$ cat config.mk
export PLATFORM = sky130hd
export DESIGN_NAME = alu_nibble_serial
export DESIGN_NICKNAME = d
export VERILOG_FILES = /design/src/rtl/alu_nibble_serial.sv
export SDC_FILE = /design/constraint.sdc
export NUM_CORES = 1
export LEC_CHECK = 0
export ABC_AREA = 1
export BUFFER_PORTS_ARGS = -buffer_cell sky130_fd_sc_hd__buf_2
export CORE_AREA = 3 3 76 131
export DETAILED_ROUTE_END_ITERATION = 10
export DIE_AREA = 0 0 79 134
export GPL_TIMING_DRIVEN = 0
export PLACE_DENSITY = 0.63
export SLEW_MARGIN = 0
export SYNTH_ARGS = -nofsm -noshare
export SYNTH_HDL_FRONTEND = slang
export SYNTH_SLANG_ARGS = --single-unit
$ cat constraint.sdc
create_clock -name clk -period 3.7 [get_ports clk]
set_input_delay 0.37 -clock clk [delete_from_list [all_inputs] [get_ports clk]]
set_output_delay 0.37 -clock clk [all_outputs]
set_load 0.01 [all_outputs]
$ cat src/rtl/alu_nibble_serial.sv
// Nibble-serial ALU: one 4-bit digit per enabled cycle, LSB first, with
// per-digit decimal correction for add/subtract and a start/busy/done handshake.
//
// state  | meaning
// S_IDLE | waiting for start; OUT/flags hold last result
// S_RUN  | processing nibble cnt, completes on cnt == NIB-1
module alu_nibble_serial #(
  parameter int WIDTH = 16
) (
  input  logic             clk,
  input  logic             reset_n,
  input  logic             RDY,
  input  logic             start,
  input  logic [3:0]       op,
  input  logic             right,
  input  logic [WIDTH-1:0] AI,
  input  logic [WIDTH-1:0] BI,
  input  logic             CI,
  input  logic             BCD,
  output logic             busy,
  output logic             done,
  output logic [WIDTH-1:0] OUT,
  output logic             CO,
  output logic             V,
  output logic             Z,
  output logic             N,
  output logic             HC
);
  localparam int NIB = WIDTH / 4;
  localparam int CW  = $clog2(NIB);

  typedef enum logic {S_IDLE, S_RUN} state_t;

  state_t           state, state_nxt;
  logic [CW-1:0]    cnt;
  logic [WIDTH-1:0] a_sh, b_sh, res_r, res_nxt;
  logic [3:0]       op_r;
  logic             right_r, bcd_r, carry_r, hc_r;
  logic             last, arith;
  logic [3:0]       a_n, b_n, bp, nib_a, nib;
  logic [4:0]       s;
  logic             cn, v_nib;

  assign last    = (state == S_RUN) && (cnt == CW'(NIB - 1));
  assign arith   = !right_r && (op_r == 4'b0011 || op_r == 4'b0111 || op_r == 4'b1011);
  assign res_nxt = {nib, res_r[WIDTH-1:4]};

  always_ff @(posedge clk) begin
    if (!reset_n)
      state <= S_IDLE;
    else if (RDY)
      state <= state_nxt;
  end

  always_comb begin
    state_nxt = state;
    case (state)
      S_IDLE:  if (start) state_nxt = S_RUN;
      S_RUN:   if (last)  state_nxt = S_IDLE;
      default: state_nxt = S_IDLE;
    endcase
  end

  always_comb begin
    busy = (state == S_RUN);
  end

  // Current digit: operands are shifted right so nibble 0 always holds the active digit.
  always_comb begin
    a_n = a_sh[3:0];
    b_n = b_sh[3:0];
    case (op_r)
      4'b0111: bp = ~b_n;
      4'b1011: bp = a_n;
      default: bp = b_n;
    endcase
    s     = {1'b0, a_n} + {1'b0, bp} + {4'b0000, carry_r};
    nib_a = s[3:0];
    cn    = s[4];
    if (bcd_r && op_r == 4'b0011) begin
      if (s > 5'd9) begin
        nib_a = s[3:0] + 4'd6;
        cn    = 1'b1;
      end
    end else if (bcd_r && op_r == 4'b0111 && !s[4]) begin
      nib_a = s[3:0] - 4'd6;
    end
    v_nib = (a_n[3] == bp[3]) && (s[3] != a_n[3]);
    if (right_r)
      nib = a_n;
    else if (arith)
      nib = nib_a;
    else begin
      case (op_r)
        4'b1100: nib = a_n | b_n;
        4'b1101: nib = a_n & b_n;
        4'b1110: nib = a_n ^ b_n;
        default: nib = a_n;
      endcase
    end
  end

  // For shift-right the shifted operand is prepared at accept and carry holds AI[0].
  always_ff @(posedge clk) begin
    if (!reset_n) begin
      cnt     <= '0;
      a_sh    <= '0;
      b_sh    <= '0;
      res_r   <= '0;
      op_r    <= '0;
      right_r <= 1'b0;
      bcd_r   <= 1'b0;
      carry_r <= 1'b0;
      hc_r    <= 1'b0;
      done    <= 1'b0;
      OUT     <= '0;
      CO      <= 1'b0;
      V       <= 1'b0;
      Z       <= 1'b1;
      N       <= 1'b0;
      HC      <= 1'b0;
    end else if (RDY) begin
      done <= last;
      if (state == S_IDLE && start) begin
        a_sh    <= right ? {CI, AI[WIDTH-1:1]} : AI;
        b_sh    <= BI;
        op_r    <= op;
        right_r <= right;
        bcd_r   <= BCD;
        carry_r <= right ? AI[0] : CI;
        cnt     <= '0;
      end else if (state == S_RUN) begin
        a_sh  <= a_sh >> 4;
        b_sh  <= b_sh >> 4;
        res_r <= res_nxt;
        cnt   <= cnt + 1'b1;
        if (arith)
          carry_r <= cn;
        if (cnt == '0)
          hc_r <= arith && cn;
        if (last) begin
          OUT <= res_nxt;
          CO  <= arith ? cn : (right_r && carry_r);
          V   <= arith && v_nib;
          HC  <= hc_r;
          Z   <= (res_nxt == '0);
          N   <= res_nxt[WIDTH-1];
        end
      end
    end
  end
endmodule

==> results of run 1 <==
==> logic make-up (layout without fill, tap and decap cells) <==
group | count (synthesis) | after routing
AOI/OAI and AO/OA | 186 | 186
and+or+nand+nor | 183 | 183
buffers and inverters | 92 | 173
DFF | 76 | 76
adders and majority gates | 17 | 17
==> flip-flops by register name, indices dropped and copies added, names as in the netlist <==
name     flops
hc_r         1
bcd_r        1
carry_r      1
V            1
Z            1
cnt          2
OUT         16
right_r      1
CO           1
res_r       12
HC           1
b_sh        16
done         1
op_r         4
busy         1
a_sh        16
==> area by class of cell <==
cell class,instances,area (sq um)
fill,975,4310
clock buffer,12,246
multi-input combinational,386,2130
timing repair buffer,65,325
clock inverter,4,48.8
sequential,76,1520
buffer,29,123
inverter,63,241
tap,120,150
==> worst max-delay path: stages (launching register included) <==
cell	delay (ps)
dfxtp_1	340
inv_1	130
nor3_2	200
inv_2	100
o22ai_1	120
a31oi_1	70
fa_1	430
fa_2	390
inv_2	110
nand2_1	70
nand2_2	130
ha_1	220
nand2_1	70
a21boi_4	140
nand2_4	90
nand2_4	50
nand2_1	80
nand2_1	50
nand2_1	50
nand3_1	80
nand2_1	90
nand2_2	90
nand3_1	90
nand2_1	50
==> power by group <==
group          internal [uW]  switching [uW]
Clock                    540             328
Sequential               859            35.6
Combinational            130             214
==> synth_stat cells <==
cell type  number  area, sq um
a21oi_1        66          330
ha_1           15          188
o211ai_1        1         7.51
buf_2           2         10.0
o22ai_1        16          100
clkbuf_1       24         90.1
a21boi_4        1         18.8
o2111ai_1       2         17.5
a211oi_1        2         15.0
clkinv_1        1         3.75
nand2_4         5         56.3
inv_1          55          206
fa_1            2         40.0
a31oi_1        15         93.8
dfxtp_1        76         1520
clkinv_4        1         8.76
o21ai_0        73          365
nand3_2         2         20.0
nor3_2          2         20.0
a21oi_2         3         26.3
o21bai_1        2         15.0
buf_4           1         7.51
nor2_4          1         11.3
a21oi_4         1         16.3
nand3_4         2         35.0
nand3b_1        2         15.0
buf_1           1         3.75
nand4_1         3         18.8
buf_6           1         11.3
inv_2           6         22.5
nor4_1          2         12.5
a31o_2          2         17.5
nor2_1         31          116
nand3_1        16         80.1
nor3_1          4         20.0
o21ai_1         2         10.0
nor2_2          4         25.0
nand2_1       101          379
nand2_2         8         50.1
==> metrics by stage <==
step	hold slack (ps)	cell area (sq um)	total power, uW	cells
final	287	4790	2110	755
after detailed placement	453	4480	1250	739
after global placement	448	4480	1250	739
after floorplan	436	4010	1150	554
after CTS	279	4780	2120	755
after global routing	306	4790	2200	755
==> routing by layer <==
layer,up-vias,global-route usage (%),wire [microns]
met5,-,0,0
met4,0,8.22,239
met3,19,4.30,552
met2,100,37.0,5580
met1,1784,25.0,4330
li1,2025,-,-
==> how the worst max path moves through the flow <==
| stage | slack, ps | to | startpoint | cells past startpoint |
|---|---|---|---|---|
| after floorplan | 620 | OUT[14] | op_r[1] | 22 |
| after global placement | 220 | Z | op_r[0] | 23 |
| after detailed placement | 170 | Z | op_r[0] | 23 |
| after CTS | 150 | Z | op_r[0] | 23 |
| after global routing | 20 | Z | op_r[3] | 23 |
| final | 360 | Z | op_r[3] | 23 |
==> repair_timing <==
action | 4_1_cts | 5_1_grt
endpoints found under the setup margin | 0 | 7
hold buffers | 0 | 0
endpoints found under the hold margin | 0 | 0
resized for setup | 0 | 5
==> impl_results.md, run 1 <==
- Final WS setup: 364 ps
- Crit path DAT: 3560 ps
- Register bit total from synthesis: 76
- Post-Synth XOR/XNOR Area: 0%
- Pin count of the biggest net entering global routing: 13
- Place WS: between 150 and 200 ps
- Row count: 46
- P&R area growth vs syn: 19.5%
- Final Hold Vio Count: 0
- Final setup fails: 0
- Main combinational cell family by area after synthesis: compound AO/OA/AOI/OAI gates
- Post-Syn Area: approximately 0.0040 sq mm
- Core Util, Final: 52.6%
- Die height: 134 microns
- DRC: 0
- Root Driver: clkbuf_16
- Post-synthesis compound-gate area fraction: between 20% and 30%
- Critical path class: flop to flop
- CTS Buf Count: 9
- H-tree depth: 3
- Die width: between 70 and 80 microns
- Antenna cells: 0
- Antenna Nets Post-Route: 0
- Clock Path Buffers: 2
- Commonest non-fill, non-tap cell in the layout: nand2_1
- Worst setup SP type: flop
- Commonest non-fill, non-tap cells in the layout: nand2_1, dfxtp_1, o21ai_0, buf_2, a21oi_1
- Post-synthesis cell count: approximately 550
- Initial antenna violation count: 0
- Rel. slew slack: between 60 and 70%
- Crit-path max FO: 8
- Total clock sinks: 76
- Final min period: between 3000 and 4000 ps
- Synth cell types: 39
- GRT Util Overall: between 20% and 30%
- Post-detail-place hpwl: 8310 microns
- Worst hold path depth: 3
- Yosys warning count: 0
- LEAKAGE: 0.00213 uW
- RR Endpoint: Z
- Final TNS setup: 0 ps
- DR vias: 3928
- Total nets after synthesis: 614
- Global-route wire length before repair: between 15000 and 20000 microns
- Data required, critical path: between 3000 and 4000 ps
- Initial Util: 44.1%
- First-pass DRT Iterations: 4
- Number of global-route vias before repair: 3812
- I/O Buffers: 65
- # Max-Cap Violations: 0
- Layout cells sized above 1: 19.8%
- Reg2Reg Depth: 23
- RSZ-0062 raised after global routing: false
- Mux cell area share after synthesis: 0%
- R2R Path Start: op_r[3]
- Worst reg2reg setup slack: 360 ps
- Clock Pin Slew Worst Setup and Hold Paths: 60 ps
- Nets: 690
- Top-Level Pins: 66
- Syn avg cell area: 7.23 sq um
- Worst slew pin tran: 568 ps
- TritonCTS clock tree: built
- Pwr Density: between 400 and 500 mW/mm^2
- Hold endpoint: b_sh[13]
- Status: finished, final reports clean
- Die area: 0.0106 sq mm
- Period utilization: 90.2%
- Simple-Gate Fraction of Synth Area: 21.5%
- Slew Limit Fails: 0
- Core area: about 0.0091 sq mm
- Peak Freq: between 200 and 300 MHz
- Worst Min Path Start: BI[13]
- Post-Route Skew: 5.81 ps
- Total grt overflow: 0
- Routed len/inst: ~14 microns
- Clock latency on the worst-skew pair: about 330 ps
- Placer congestion estimate: ~0.87
- Synthesized-area fraction occupied by adder cells: 5.68%
- Hold WC Path Type: primary input to flop
- Setup crit end kind: flop
- Sequential share of the synthesized area: between 30% and 40%
- Iter 0 DRT Violations: 202
- Routed wire length: roughly 11000 microns
- VDD IR-drop max: 0.000372 V
- Avg Vias per Cell: 5.20
- Post-CTS Setup Inserts: 0
(Power assumes the default switching activity.)
==> run 2: changes to the inputs <==
PLACE_DENSITY = not set   (was 0.63)
PLACE_DENSITY_LB_ADDON = 0.15   (was not set)
clock period = 4.04 ns   (was 3.7 ns; I/O delays follow)
==> impl_results.md, run 2 (synthesis results as in run 1) <==
- Worst path slowest cell: fa_1
- DR vias: 3958 (+0.76%)
- Most used cell, CP: nand2_1
- Crit path DAT: 3750 ps (+190 ps)
- Critical path class: flop to flop
- Commonest non-fill, non-tap cells in the layout: nand2_1, dfxtp_1, o21ai_0, buf_2, a21oi_1
- Total clock sinks: 76 (unchanged)
- Routed wl met3: 475 microns (-14%)
- Final TNS setup: 0 ps (unchanged)
- Max layer used: met4
- Total Power: 1870 uW (-11%)
- Data required, critical path: 4270 ps (+350 ps)
- Die height: 134 microns (unchanged)
- DRC: 0 (unchanged)
- Commonest non-fill, non-tap cell in the layout: nand2_1
- Worst slew pin tran: 557 ps (-10.8 ps)
- Slowest stage delay, CP: 440 ps (about the same)
- Top Family by Delay on Critical Path: simple AND/OR/NAND/NOR gates
- Final min period: 3520 ps (+186 ps)
- Clock Path Buffers: 2 (unchanged)
- Iter 0 DRT Violations: 245 (+21%)
- Post-route cell area: 0.00475 sq mm (-0.81%)
- Setup crit end kind: flop
- Layout cells sized above 1: 19.1% (-0.73 points)
- Antenna cells: 0 (unchanged)
- TritonCTS clock tree: built
- Worst setup SP type: flop
- Clock latency on the worst-skew pair: 340 ps (about the same)
- Top-Level Pins: 66 (unchanged)
- Post-CTS Setup Inserts: 0 (unchanged)
- Routed len/inst: 14.8 microns (+4.2%)
- Worst Min Path Start: BI[13]
- Avg Vias per Cell: 5.26 (+1.0%)
- Pin count of the biggest net entering global routing: 13 (unchanged)
- Initial Util: 44.1% (unchanged)
- GRT Util Overall: 21.6% (+0.42 points)
- WL met2: 5690 microns (+1.9%)
- Hold endpoint: b_sh[13]
- Rel. slew slack: 62.9% (+0.72 points)
- RR Endpoint: Z
- Die area: 0.0106 sq mm (unchanged)
- Worst hold path depth: 3 (unchanged)
- Worst reg2reg setup slack: 520 ps (+150 ps)
- Placer congestion estimate: 0.859 (-1.0%)
- Core area: 0.00909 sq mm (unchanged)
- # Max-Cap Violations: 0 (unchanged)
- Dpl cell area: 0.00448 sq mm (unchanged)
- Post-Route Skew: 7.74 ps (+1.92 ps)
- Clock Pin Slew Worst Setup and Hold Paths: 60 ps (about the same)
- CP Buf/Inv Count: 2 (-1)
- Post-detail-place hpwl: 8480 microns (+2.1%)
- RSZ-0062 raised after global routing: false
- Total grt overflow: 0 (unchanged)
- Root Driver: clkbuf_16
- Row count: 46 (unchanged)
- Post-CTS resize count: 0 (unchanged)
- Hold buffer count at cts: 0 (unchanged)
- Global-route wire length before repair: 18100 microns (+1.1%)
- Crit path cell chain: nand2_4 > nor3_1 > inv_1 > o22ai_1 > a31oi_1 > fa_1 > fa_1 > inv_1 > nand2_1 > nand2_2 > ha_1 > nand2_1 > a21boi_4 > nand2_4 > nand2_4 > nand2_1 > nand2_1 > nand2_1 > nand3_1 > nand2_1 > nand2_2 > nand3_1 > nand2_1
- VDD IR-drop max: 0.000245 V (-34%)
- R2R Path Start: op_r[1]
- I/O Buffers: 65 (unchanged)
- Die width: 79 microns (unchanged)
- Met1 WL: 4470 microns (+3.3%)
- Pwr Density: 394 mW/mm^2 (-10%)
- Number of global-route vias before repair: 3826 (+0.37%)
- Crit-path max FO: 8 (unchanged)
- Final Hold Vio Count: 0 (unchanged)
- Peak Freq: 284 MHz (-5.3%)
- CTS Buf Count: 9 (unchanged)
- P&R area growth vs syn: 18.5%
- LEAKAGE: 0.00212 uW (-0.73%)
- Hold WC Path Type: primary input to flop
- H-tree depth: 3 (unchanged)
- Routed wire length: 11100 microns (+3.9%)
- Reg2Reg Depth: 23 (unchanged)
- Initial antenna violation count: 0 (unchanged)
- Nets: 690 (unchanged)
- Status: finished, final reports clean
- Antenna Nets Post-Route: 0 (unchanged)
- Final setup fails: 0 (unchanged)
- First-pass DRT Iterations: 4 (unchanged)
- Largest regs: OUT x16, a_sh x16, b_sh x16
- Slew Limit Fails: 0 (unchanged)
- Period utilization: 87.2% (-3.0 points)
[run 2: area by class of cell]
class | instances | area [sq um]
multi-input combinational | 386 | 2120
buffer | 29 | 123
clock inverter | 4 | 26.3
inverter | 63 | 241
fill | 944 | 4350
clock buffer | 10 | 239
sequential | 76 | 1520
tap | 120 | 150
timing repair buffer | 65 | 325
[run 2: worst min-delay path, delay by kind of cell]
kind                   cells  cell delay [ps]
buffers and inverters      1               90
and+or+nand+nor            1               50
AOI/OAI and AO/OA          1               50
[run 2: worst max-delay path by stage]
stage,start,slack (ps),cells past startpoint,end
finish,op_r[1],520,23,Z
global route,op_r[3],220,23,Z
CTS,op_r[1],480,23,Z
detailed placement,op_r[1],510,23,Z
global placement,op_r[1],580,23,Z
floorplan,op_r[1],960,22,OUT[14]
[run 2: power breakdown]
group / internal, uW / switching (uW) / total, uW
Clock: 425 / 304 / 729
Sequential: 787 / 31.9 / 819
Combinational: 119 / 203 / 322
Total: 1330 / 539 / 1870
[run 2: stage by stage]
stage	hold slack [ps]	instances	util (%)	worst slack [ps]
after floorplan	436	554	-	962
after global placement	449	739	49.3	584
after detailed placement	452	739	49.3	511
after CTS	308	753	52.2	483
after global routing	331	753	52.2	222
final	313	753	52.2	517
[run 2: layer usage]
layer / up-vias / global-route usage [%]
li1: 2022 / -
met1: 1801 / 24.8
met2: 103 / 37.2
met3: 32 / 3.23
met4: 0 / 12.5
met5: - / 0
==> run 3: changes to the inputs <==
PLACE_DENSITY_LB_ADDON = not set   (was 0.15)
==> impl_results.md, run 3 (synthesis results as in run 1) <==
- Status: finished, final reports clean
- Clock power frac: 42.1% (+3.1 points)
- Layout fillers: 935 (-0.95%)
- Die height: 134 microns (unchanged)
- Die width: 79 microns (unchanged)
- Slew Limit Fails: 0 (unchanged)
- Data required, critical path: 4270 ps (about the same)
- Largest regs: OUT x16, a_sh x16, b_sh x16
- Crit path cell chain: nand2_4 > nor3_1 > inv_1 > o22ai_1 > a31oi_1 > fa_1 > fa_1 > inv_1 > nand2_1 > nand2_2 > ha_1 > nand2_1 > a21boi_4 > nand2_4 > nand2_4 > nand2_1 > nand2_1 > nand2_1 > nand3_1 > nand2_1 > nand2_2 > nand3_1 > nand2_1
- RR Endpoint: Z
- H-tree depth: 3 (unchanged)
- Post-CTS Setup Inserts: 0 (unchanged)
- Post-detail-place hpwl: 8450 microns (-0.32%)
- Antenna cells: 0 (unchanged)
- Worst slew pin tran: 585 ps (+27.8 ps)
- Final min period: 3550 ps (+23.5 ps)
- Layout cells sized above 1: 19.4% (+0.25 points)
- DR vias: 3929 (-0.73%)
- Placed cell count: 739 (unchanged)
- Worst hold path depth: 3 (unchanged)
- Reg2Reg Depth: 23 (unchanged)
- Final Non-Filler Cells: 755 (+0.27%)
- Number of global-route vias before repair: 3873 (+1.2%)
- Top-Level Pins: 66 (unchanged)
- Commonest non-fill, non-tap cell in the layout: nand2_1
- # Max-Cap Violations: 0 (unchanged)
- Hold buffer count at cts: 0 (unchanged)
- Worst setup SP type: flop
- Routed wire length: 11000 microns (-0.80%)
- Commonest non-fill, non-tap cells in the layout: nand2_1, dfxtp_1, o21ai_0, buf_2, a21oi_1
- Placer congestion estimate: 0.871 (+1.3%)
- Hold endpoint: b_sh[14]
- Comb pwr share: 16.1% (-1.1 points)
- Die area: 0.0106 sq mm (unchanged)
- Avg Vias per Cell: 5.20 (-1.0%)
- Period utilization: 87.8% (+0.58 points)
- Internal cell power: 1400 uW (+4.8%)
- P&R area growth vs syn: 19.6%
- Antenna Nets Post-Route: 0 (unchanged)
- I/O Buffers: 65 (unchanged)
- Critical path class: flop to flop
- Sw Pwr: 567 uW (+5.2%)
- Worst reg2reg setup slack: 490 ps (-20 ps)
- R2R Path Start: op_r[1]
- LEAKAGE: 0.00214 uW (+0.93%)
- GRT Util Overall: 21.6% (+0.024 points)
- Pin count of the biggest net entering global routing: 16 (+3)
- Row count: 46 (unchanged)
- Final Hold Vio Count: 0 (unchanged)
- Crit-path max FO: 8 (unchanged)
- Total grt overflow: 0 (unchanged)
- TritonCTS clock tree: built
- Final TNS setup: 0 ps (unchanged)
- Initial antenna violation count: 0 (unchanged)
- First-pass DRT Iterations: 4 (unchanged)
- Iter 0 DRT Violations: 255 (+4.1%)
- Setup crit end kind: flop
- Worst Min Path Start: BI[14]
- Final setup fails: 0 (unchanged)
- Multi-input gate area: 0.00212 sq mm (unchanged)
- Hold WC Path Type: primary input to flop
- Rel. slew slack: 61.0% (-1.9 points)
- CTS Buf Count: 9 (unchanged)
- Root Driver: clkbuf_16
- Clock latency on the worst-skew pair: 340 ps (about the same)
- Global-route wire length before repair: 18300 microns (+1.3%)
- CP Buf/Inv Count: 2 (unchanged)
- Post-CTS resize count: 0 (unchanged)
- Nets: 690 (unchanged)
- Top Family by Delay on Critical Path: simple AND/OR/NAND/NOR gates
- Pwr Density: 410 mW/mm^2 (+4.0%)
- Total clock sinks: 76 (unchanged)
- RSZ-0062 raised after global routing: false
- Crit path DAT: 3780 ps (+30 ps)
- Part of the power in registers: 41.7% (-2.1 points)
- Initial Util: 44.1% (unchanged)
- Clock Pin Slew Worst Setup and Hold Paths: 60 ps (about the same)
- VDD IR-drop max: 0.000250 V (+1.8%)
- Post-Route Skew: 8.06 ps (+0.319 ps)
- Worst path slowest cell: fa_1
- DRC: 0 (unchanged)
- Core area: 0.00909 sq mm (unchanged)
- Clock Path Buffers: 2 (unchanged)
- Net switching fraction of the power: 28.9% (+0.068 points)
- FF/Latch Area: 0.00152 sq mm (unchanged)
- Peak Freq: 282 MHz (-0.66%)
- Most used cell, CP: nand2_1
- Slowest stage delay, CP: 450 ps (about the same)
- Routed len/inst: 14.6 microns (-1.1%)
[run 3: through the flow]
step                      setup WS (ps)  util, %  hold WS, ps  cell area (sq um)  total power, uW
after floorplan                     962        -          436               4010             1060
after global placement              571     49.3          449               4480             1140
after detailed placement            503     49.3          457               4480             1150
after global routing                235     52.7          346               4790             2060
final                               494     52.7          314               4790             1960
after CTS                           493     52.7          312               4790             1980
[run 3: worst max-delay path by stage]
stage,end,slack [ps],startpoint,depth (start not counted)
2_1_floorplan,OUT[14],960,op_r[1],22
3_3_place_gp,Z,570,op_r[1],23
3_5_place_dp,Z,500,op_r[1],23
4_1_cts,Z,490,op_r[1],23
5_1_grt,Z,240,op_r[3],23
6_report,Z,490,op_r[1],23
[run 3: power groups by stage]
stage / Combinational [uW] / Clock, uW / Sequential [uW]
finish: 317 / 827 / 818
global route: 359 / 881 / 822
CTS: 319 / 845 / 818
detailed placement: 317 / 0 / 834
global placement: 311 / 0 / 833
floorplan: 231 / 0 / 825
[run 3: area by class of cell]
type	instances	share of cell area [%]
Sequential cell	76	31.8
Inverter	63	5.04
Tap cell	120	3.13
Clock buffer	9	4.70
Multi-Input combinational cell	386	44.3
Timing Repair Buffer	65	6.79
Clock inverter	7	1.72
Buffer	29	2.56
[run 3: routing by layer]
layer,wire length (microns),up-vias,global-route usage (%)
li1,-,2022,-
met1,4510,1796,24.8
met2,5870,90,38.9
met3,390,21,3.70
met4,257,0,8.51
met5,0,-,0
[run 3: worst register-to-register path, delay by kind of cell (launching register included)]
kind | cells | cell delay (ps)
AND/OR/NAND/NOR | 15 | 1280
adder cells (fa/ha/maj) | 3 | 1090
flip-flops | 1 | 420
AO/OA/AOI/OAI | 3 | 350
buffers and inverters | 2 | 310
